[config.mk]
export PLATFORM = sky130hd
export DESIGN_NAME = future_mix_sched
export DESIGN_NICKNAME = d
export VERILOG_FILES = /design/src/rtl/future_mix_sched_pkg.sv /design/src/rtl/future_mix_sched_colmix.sv /design/src/rtl/future_mix_sched.sv
export SDC_FILE = /design/constraint.sdc
export NUM_CORES = 1
export LEC_CHECK = 0
export CAP_MARGIN = 25
export CORE_MARGIN = 3
export CORE_UTILIZATION = 48
export DETAILED_ROUTE_END_ITERATION = 12
export PLACE_DENSITY = 0.79
export SETUP_SLACK_MARGIN = 0.15
export SYNTH_ARGS = -nofsm -noshare
export SYNTH_HDL_FRONTEND = slang
export SYNTH_SLANG_ARGS = --single-unit
[constraint.sdc]
create_clock -name clk -period 3 [get_ports clk]
set_clock_uncertainty 0.05 [all_clocks]
set_input_delay 0.45 -clock clk [delete_from_list [all_inputs] [get_ports clk]]
set_output_delay 0.45 -clock clk [all_outputs]
set_load 0.005 [all_outputs]
[src/rtl/future_mix_sched_pkg.sv]
// Shared constants, FSM state type and column-slice helper for the FUTURE
// column-mix sequencer.
package future_pkg;

    localparam int COL_W   = 16;
    localparam int NCOL    = 4;
    localparam int STATE_W = COL_W * NCOL;

    typedef enum logic [1:0] {
        IDLE = 2'd0,
        MIX  = 2'd1,
        DONE = 2'd2
    } fsm_state_e;

    // Column k of a 64-bit state; column k occupies bits [16k+15:16k].
    function automatic logic [COL_W-1:0] col_slice(input logic [STATE_W-1:0] state,
                                                   input logic [1:0]         k);
        return state[k*COL_W +: COL_W];
    endfunction

endpackage

[src/rtl/future_mix_sched_colmix.sv]
// 16-bit FUTURE column-mix datapath: purely combinational, GF(2)-linear,
// c = b ^ rotl(b,3) ^ rotl(b,9), so an all-zero column mixes to all-zero.
module future_mix_sched_colmix
    import future_pkg::*;
(
    input  logic [COL_W-1:0] b_i,
    output logic [COL_W-1:0] c_o
);

    assign c_o = b_i ^ {b_i[12:0], b_i[15:13]} ^ {b_i[6:0], b_i[15:7]};

endmodule

[src/rtl/future_mix_sched.sv]
// Feeds the four columns of a round state one per cycle through a single
// column mixer. Optional final-round bypass: FUTURE_MIX_LAST_SKIP_EN.
module future_mix_sched
    import future_pkg::*;
(
    input  logic               clk,
    input  logic               rst,
    input  logic               in_valid,
    output logic               in_ready,
    input  logic [STATE_W-1:0] in_state,
    input  logic               in_last,
    output logic               out_valid,
    input  logic               out_ready,
    output logic [STATE_W-1:0] out_state,
    output logic               busy,
    output logic [1:0]         col_idx
);

    fsm_state_e         state_q, state_d;
    logic [STATE_W-1:0] src_q, src_d;
    logic [STATE_W-1:0] res_q, res_d;
    logic [1:0]         col_q, col_d;
    logic               rdy_q, rdy_d;
    logic               accept_s;
    logic               skip_s;
    logic [COL_W-1:0]   mix_in_s;
    logic [COL_W-1:0]   mix_out_s;

    assign accept_s = rdy_q & in_valid;

`ifdef FUTURE_MIX_LAST_SKIP_EN
    assign skip_s = in_last;
`else
    logic unused_last_s;
    assign unused_last_s = in_last;
    assign skip_s        = 1'b0;
`endif

    assign mix_in_s = col_slice(src_q, col_q);

    future_mix_sched_colmix u_colmix (
        .b_i (mix_in_s),
        .c_o (mix_out_s)
    );

    // Next-state, source/result capture and column counter.
    always_comb begin
        state_d = state_q;
        src_d   = src_q;
        res_d   = res_q;
        col_d   = col_q;
        case (state_q)
            IDLE: begin
                if (accept_s) begin
                    src_d = in_state;
                    col_d = 2'd0;
                    if (skip_s) begin
                        res_d   = in_state;
                        state_d = DONE;
                    end else begin
                        state_d = MIX;
                    end
                end else begin
                    state_d = IDLE;
                end
            end
            MIX: begin
                res_d[col_q*COL_W +: COL_W] = mix_out_s;
                col_d = col_q + 2'd1;
                if (col_q == 2'(NCOL - 1)) begin
                    state_d = DONE;
                end else begin
                    state_d = MIX;
                end
            end
            DONE: begin
                if (out_ready) begin
                    state_d = IDLE;
                end else begin
                    state_d = DONE;
                end
            end
            default: begin
                state_d = IDLE;
                col_d   = 2'd0;
            end
        endcase
        // Ready is registered so it stays low throughout reset and rises one cycle later.
        rdy_d = (state_d == IDLE);
    end

    // State and datapath registers with synchronous reset.
    always_ff @(posedge clk) begin
        if (rst) begin
            state_q <= IDLE;
            src_q   <= 64'h0;
            res_q   <= 64'h0;
            col_q   <= 2'd0;
            rdy_q   <= 1'b0;
        end else begin
            state_q <= state_d;
            src_q   <= src_d;
            res_q   <= res_d;
            col_q   <= col_d;
            rdy_q   <= rdy_d;
        end
    end

    assign in_ready  = rdy_q;
    assign out_valid = (state_q == DONE);
    assign busy      = (state_q == MIX);
    assign out_state = res_q;
    assign col_idx   = col_q;

endmodule

# Yosys cells after proc, flatten, opt, wreduce, memory -nomap -nowiden

Cells that the tools add are included.

Output and inout bits: 69
Logic and storage cells: 29
Register bits: 133

Mux-type cells: 7
Add/sub/neg operators: 2
Reductions and logical operators: 4
Equal/unequal tests: 4
Shift operators: 3
Bitwise gates (word level): 4

Operators by type and width:

| kind                     | number |
|---|---|
| $bwmux 64                | 1 |
| $shift 16x34->64 const A | 1 |
| $shiftx 16x34->64        | 1 |
| $shiftx 64x7->16         | 1 |
| $neg 6->34               | 1 |
| $xor 16x16->16           | 2 |
| $pmux 2 s3               | 2 |
| $mux 2                   | 3 |
| $eq 2x2->1 const B       | 2 |
| $logic_not 2->1          | 2 |
| $reduce_and 2->1         | 2 |
| $add 2x1->2 const B      | 1 |
| $eq 2x1->1 const B       | 1 |
| $ne 2x2->1 const B       | 1 |
| $and 1x1->1              | 1 |
| $mux 1                   | 1 |
| $not 1->1                | 1 |

# Depth between registers and ports, before layout

Gate-level depths: netlist of the first run.

Depth in word-level cells: 5
Depth in mapped cells: 8
Mapped depth without buffers: 5

# Hierarchy

A second synthesis of the first run with hierarchy kept.

Cells, all modules: 567
Area, all modules: 5,511.5 um^2

Modules (own cells, without submodules):

| module                  | cells an instance | area an instance (um^2) | instances |
|---|---|---|---|
| future_mix_sched        | 551               | 5,127.4                 | 1 |
| future_mix_sched_colmix | 16                | 384.1                   | 1 |

# Worst setup path before layout of the first run

Ideal clock, no wire load.

Path type: flip-flop to flip-flop
From: register col_q[1] (netlist: col_idx[1])
To: register res_q[10] (netlist: out_state[10])
Setup time: 0.070 ns
Stages on the path, launching flop included: 9
Path slack: 0.828 ns
Arrival: 2.052 ns
Period minus slack after synthesis: 2.172 ns
Required time: 2.880 ns
Path through: dfxtp_1 -> buf_2 -> buf_4 -> inv_1 -> ha_1 -> nor3b_1 -> nand4_1 -> clkbuf_1 -> o2bb2ai_1

Cells in the longest elaborated chain, start to end: 5

RTL lines:

| what                         | line                          | RTL |
|---|---|---|
| start: declaration           | future_mix_sched.sv:22        | `logic [1:0] col_q, col_d;` |
| start signal: assignment     | future_mix_sched.sv:104       | `col_q <= col_d;` |
| $shiftx 64x7->16             | future_mix_sched_pkg.sv:18    | `return state[k*COL_W +: COL_W];` |
| $xor 16x16->16 (2 in series) | future_mix_sched_colmix.sv:10 | `assign c_o = b_i ^ {b_i[12:0], b_i[15:13]} ^ {b_i[6:0], b_i[15:7]};` |
| $shiftx 16x34->64            | future_mix_sched.sv:68        | `res_d[col_q*COL_W +: COL_W] = mix_out_s;` |
| $bwmux 64 *                  | future_mix_sched.sv:68        |  |
| end signal: assignment       | future_mix_sched.sv:103       | `res_q <= res_d;` |
| end: declaration             | future_mix_sched.sv:21        | `logic [STATE_W-1:0] res_q, res_d;` |

Mark *: on every way between the ends. The rest lies on a longest branch, timed or not.
A chain may end at the register's enable or synchronous reset.

# Worst setup path in the final report of the first run

From: register col_q[0] (netlist: col_idx[0])
To: register res_q[60] (netlist: out_state[60])

The elaborated chain is that of the path after synthesis.

==> results.txt, run 1 <==
Status: finished clean
Worst path required time: 3360 ps
Mapped Area: 5180 um^2
Post-route setup slack: 390 ps
Cells after Synth: 493
Critical Path Fanout Max: 16
Proportion of layout cells with a drive suffix above 1: 0.0953
Setup TNS: 0 ps
Post-synth top area share: 0.514
Synth Area in XOR/XNOR: 0.0695
Design Power: 4.34 mW
Worst vdd rail ir drop: 0.331 mV
Max incr delay on CP: 600 ps
CTS tree: done
Commonest non-fill, non-tap cell in the layout: clkdlybuf4s50_1
Asr flop ratio synth: 0
Initial DRT Pass Iterations: 5
Final min period: 2610 ps
Pwr Density: 597 nW/um^2
Post-Synth Simple-Gate Area: 0.118
Synth Area in Compound Gates: 0.178
Crit path DAT: 2970 ps
DR vias: 4311
Detail Placement HPWL: 9960 um
Fin. max-slew vios: 0
Main flop type after synthesis: dfxtp_1
Initial Utilization: 0.497
Yosys top cell by area: dfxtp_1
Post-Synth Adder-Cell Area: 0.0145
Post-cts sizing count: 0
Max Cap Viol: 0
Flop and latch count out of synthesis: 133
Port Buffer Count: 136
Most frequent cells in the layout: 135 x clkdlybuf4s50_1, 133 x dfxtp_1, 129 x nand2_1
Seq/Total Area, Yosys: 0.514
Busiest grt layer: met2
Reg clk slew, reported paths: 60 ps
Nets@finish: 702
Multiplexer share of the synthesized area: 0.0717
CTS root buffer: clkbuf_8
Worst-Margin Slew: 789 ps
Post-CTS Hold Buffers: 0
Synth cell types: 28
Critical Path End Type: register
Syn Area/Cell: 10.5 um^2
Fin cells: 776
First-pass GRT wire length: 22700 um
CORE AREA: 10400 um^2
Post-route clock period utilization: 0.870
Postcts setup bufs: 0
RSZ-0062 raised after global routing: no
Rows: 37
Largest net degree at the start of global routing: 70
Reg2Reg Depth: 5
Met2 GRT Util: 0.411
Grt met1 use: 0.314
Routed len/inst: 18.8 um
H-tree levels: 4
Vias in the first global route: 4407
Crit path kind: reg -> reg
F_max: 383 MHz
Routed WL: 14600 um
# IOs: 138
Relative slew slack: 0.473
Final hold violation count: 0
Die W: 110 um
Initial drt markers: 247
Post-Place Cells: 744
Cts bufs inserted: 17
Remaining DRCs: 0
Ranking of synthesized cells by area: dfxtp_1 51%, o2bb2ai_1 11%, nand2_1 9.3%
Diode count: 0
CP startpoint kind: register
Overflow after GRT: 0
Cell breakdown of the critical path: inv_1, ha_1, nor3b_1, nand3_1, o2bb2ai_1
Initial antenna violation count: 0
Total clock sinks: 133
Clock Path Buffers: 2
EDFF count, synth: 0
Layout area overhead: 40.1%
Worst Hold Class: in -> reg
Die Height: 110 um
Gr usage total: 0.246
Main combinational cell family by area after synthesis: compound AO/OA/AOI/OAI gates
Hold path depth: 3
Yosys warnings: 0
ANT nets after route: 0
Clk_lat worst skew: 520 ps
Die area: 12100 um^2
Leak pwr: 2.54 nW
Synth Net Count: 568
Final setup violation count: 0
Slowest library cell on the worst path: nand3_1
Grt met3 use: 0.0552
Fill cells: 777
Pre-CTS setup slack: 579 ps
DR vias/cell: 5.56
GPL Wtd Cong: 0.848
==> report_power, final <==
part           internal, mW  leakage, nW  switching, mW
Clock                  1.23        0.274          0.770
Combinational         0.241         1.19          0.241
Sequential             1.82         1.08         0.0360
==> layout make-up <==
class                   instances  area (um^2)  share of cell area
inverters                       3         11.3             0.00155
repair buffers                150         1470               0.203
multi-input cells             322         2360               0.326
well taps                     136          170              0.0234
clock buffers                  21          449              0.0619
clock inverters                11          128              0.0176
flip-flops and latches        133         2660               0.367
==> layer usage <==
| layer | wire length [um] | share of wire |
|---|---|---|
| met5 | 0 | 0 |
| met4 | 336 | 0.023 |
| met3 | 709 | 0.049 |
| met2 | 7420 | 0.51 |
| met1 | 6140 | 0.42 |
==> worst paths after layout <==
path         slack (ps)                     from                         end
max                 390  col_idx[0]$_SDFFE_PP0P_  out_state[60]$_SDFFE_PP0P_
min                 390                      rst  out_state[48]$_SDFFE_PP0P_
max reg2reg         390  col_idx[0]$_SDFFE_PP0P_  out_state[60]$_SDFFE_PP0P_
min reg2reg         400   src_q[41]$_SDFFE_PP0P_      src_q[41]$_SDFFE_PP0P_
==> state kept, by name, summed over array words and instances (netlist names) <==
signal and flops:
out_state 64, src_q 64, col_idx 2, state_q 2
in_ready 1
==> per-stage QoR <==
step,area [um^2],util,hold slack [ps]
2_1_floorplan,5180,-,382
3_3_place_gp,6680,0.641,390
3_5_place_dp,6680,0.642,394
4_1_cts,7260,0.697,376
5_1_grt,7260,0.697,405
6_report,7260,0.697,386
==> critical path: cells and delay by family, from the launching register on <==
family	cells	cell delay, ps
AND/OR/NAND/NOR	2	910
buffers and inverters	1	170
adder cells (fa/ha/maj)	1	390
AO/OA/AOI/OAI	1	440
flip-flops	1	540
==> synthesized netlist by cell type, types with 6 or more instances <==
cell       number
dfxtp_1       133
nand2_1       129
a21oi_1        71
o2bb2ai_1      64
clkbuf_1       22
xnor3_1        16
mux4_2         13
buf_1           7
ha_1            6
==> logic make-up (layout without fill, tap and decap cells) <==
logic type                 count (synthesis)  after routing
and+or+nand+nor                          148            148
AOI/OAI and AO/OA                        136            136
DFF                                      133            133
buffers and inverters                     38            185
xor gates and xnor gates                  16             16
muxes                                     16             16
adders and majority gates                  6              6
(Power assumes the default switching activity.)
==> inputs of run 2 (changes only) <==
MAX_ROUTING_LAYER = met4   (was default)
==> run 2 against run 1 <==
- fmax is 0.47% higher
- largest power group unchanged
- clock power barely moved
- register-to-register slack about the same
- hold slack worse by 0.99 ps
- wire length is 0.27% higher
- cell count is the same
- highest routed layer unchanged
- largest cell class unchanged
==> results.txt, run 2 (same netlist as run 1, synthesis figures left out) <==
Fin Hold WS: 385 ps (-0.986 ps)
Largest net degree at the start of global routing: 70 (unchanged)
Design Power: 4.34 mW (about the same)
Leak pwr: 2.54 nW (unchanged)
Die W: 110 um (unchanged)
Fill cells: 777 (unchanged)
Crit path kind: reg -> reg
Layout area overhead: 40.1% (unchanged)
Initial drt markers: 283 (+15%)
Vias in the first global route: 4392 (-0.34%)
Setup TNS: 0 ps (unchanged)
Worst vdd rail ir drop: 0.330 mV (-0.17%)
Crit path depth: 5 (unchanged)
Fin. max-slew vios: 0 (unchanged)
Relative slew slack: 0.464 (-0.00863)
Final setup violation count: 0 (unchanged)
Max incr delay on CP: 580 ps (-20 ps)
Diode count: 0 (unchanged)
CP startpoint kind: register
H-tree levels: 4 (unchanged)
Proportion of layout cells with a drive suffix above 1: 0.0953 (unchanged)
CTS root buffer: clkbuf_8
CTS tree: done
Routed WL: 14600 um (+0.27%)
Pre-CTS setup slack: 579 ps (unchanged)
Initial Utilization: 0.497 (unchanged)
RSZ-0062 raised after global routing: no
Worst-Margin Slew: 802 ps (+12.9 ps)
Reg clk slew, reported paths: 60 ps (about the same)
Slowest library cell on the worst path: nand3_1
Critical Path End Type: register
Crit path to: out_state[60]$_SDFFE_PP0P_
Final hold violation count: 0 (unchanged)
Port Buffer Count: 136 (unchanged)
Detail Placement HPWL: 9960 um (unchanged)
Nets@finish: 702 (unchanged)
CP Launch Point: col_idx[0]$_SDFFE_PP0P_
Post-CTS Hold Buffers: 0 (unchanged)
Flop2flop setup slack: 400 ps (about the same)
Initial DRT Pass Iterations: 4 (-1)
Cts bufs inserted: 17 (unchanged)
Crit path DAT: 2960 ps (about the same)
Worst path required time: 3360 ps (about the same)
F_max: 385 MHz (+0.47%)
Final min period: 2600 ps (-12.3 ps)
Total clock sinks: 133 (unchanged)
DR vias: 4354 (+1.0%)
GPL Wtd Cong: 0.861 (+1.6%)
Post-cts sizing count: 0 (unchanged)
Gr usage total: 0.254 (+0.00735)
Max Cap Viol: 0 (unchanged)
Initial antenna violation count: 0 (unchanged)
First-pass GRT wire length: 22700 um (about the same)
Rows: 37 (unchanged)
Postcts setup bufs: 0 (unchanged)
Post-route setup slack: 402 ps (+12.3 ps)
Critical Path Fanout Max: 16 (unchanged)
Worst Hold Class: in -> reg
# IOs: 138 (unchanged)
Routed len/inst: 18.9 um (+0.27%)
Remaining DRCs: 0 (unchanged)
DR vias/cell: 5.61 (+1.0%)
Die Height: 110 um (unchanged)
ANT nets after route: 0 (unchanged)
Status: finished clean
Overflow after GRT: 0 (unchanged)
R2R Path End: out_state[60]$_SDFFE_PP0P_
CP delay by family, top: simple AND/OR/NAND/NOR gates
Die area: 12100 um^2 (unchanged)
Commonest non-fill, non-tap cell in the layout: clkdlybuf4s50_1
Most frequent cells in the layout: 135 x clkdlybuf4s50_1, 133 x dfxtp_1, 129 x nand2_1
Cell breakdown of the critical path: inv_1, ha_1, nor3b_1, nand3_1, o2bb2ai_1
Buf+Inv Stages, Crit Path: 1 (unchanged)
Reg2Reg Depth: 5 (unchanged)
Post-route clock period utilization: 0.866 (-0.00408)
Clock Path Buffers: 2 (unchanged)
Pwr Density: 598 nW/um^2 (about the same)
Clk_lat worst skew: 510 ps (about the same)
CORE AREA: 10400 um^2 (unchanged)
FF-to-FF Start: col_idx[0]$_SDFFE_PP0P_
-- run 2: cell counts in the layout (fill, tap and decap cells not counted) --
No cell type changed its count.
-- run 2: worst min-delay path, stage by stage --
cell,delay [ps]
buf_2,170
a21oi_1,140
o2bb2ai_1,140
-- run 2: worst min path at each step --
stage / slack, ps / end / start / cells past startpoint
finish: 390 / out_state[48]$_SDFFE_PP0P_ / rst / 3
global route: 400 / out_state[49]$_SDFFE_PP0P_ / rst / 3
CTS: 380 / out_state[48]$_SDFFE_PP0P_ / rst / 3
detailed placement: 390 / src_q[41]$_SDFFE_PP0P_ / src_q[41]$_SDFFE_PP0P_ / 2
global placement: 390 / src_q[52]$_SDFFE_PP0P_ / src_q[52]$_SDFFE_PP0P_ / 2
floorplan: 380 / src_q[16]$_SDFFE_PP0P_ / src_q[16]$_SDFFE_PP0P_ / 2
-- run 2: layout make-up --
class / count / area [um^2] / share of cell area
Sequential cell: 133 / 2660 / 0.367
Multi-Input combinational cell: 322 / 2360 / 0.326
Timing Repair Buffer: 150 / 1470 / 0.203
Clock buffer: 21 / 449 / 0.0619
Tap cell: 136 / 170 / 0.0234
Clock inverter: 11 / 128 / 0.0176
Inverter: 3 / 11.3 / 0.00155
-- run 2: metrics by stage --
stage | cells | area, um^2 | utilization
2_1_floorplan | 493 | 5180 | -
3_3_place_gp | 743 | 6680 | 0.641
3_5_place_dp | 744 | 6680 | 0.642
4_1_cts | 776 | 7260 | 0.697
5_1_grt | 776 | 7260 | 0.697
6_report | 776 | 7260 | 0.697
-- run 2: report_power, final --
part / switching (mW) / internal [mW] / total (mW) / leakage [nW]
Sequential: 0.0362 / 1.82 / 1.86 / 1.08
Clock: 0.772 / 1.23 / 2.00 / 0.274
Combinational: 0.241 / 0.241 / 0.482 / 1.19
-- run 2: layer usage --
metal  track usage  wire length (um)
met5             -                 0
met4        0.0873               317
met3        0.0511               712
met2         0.412              7480
met1         0.317              6140
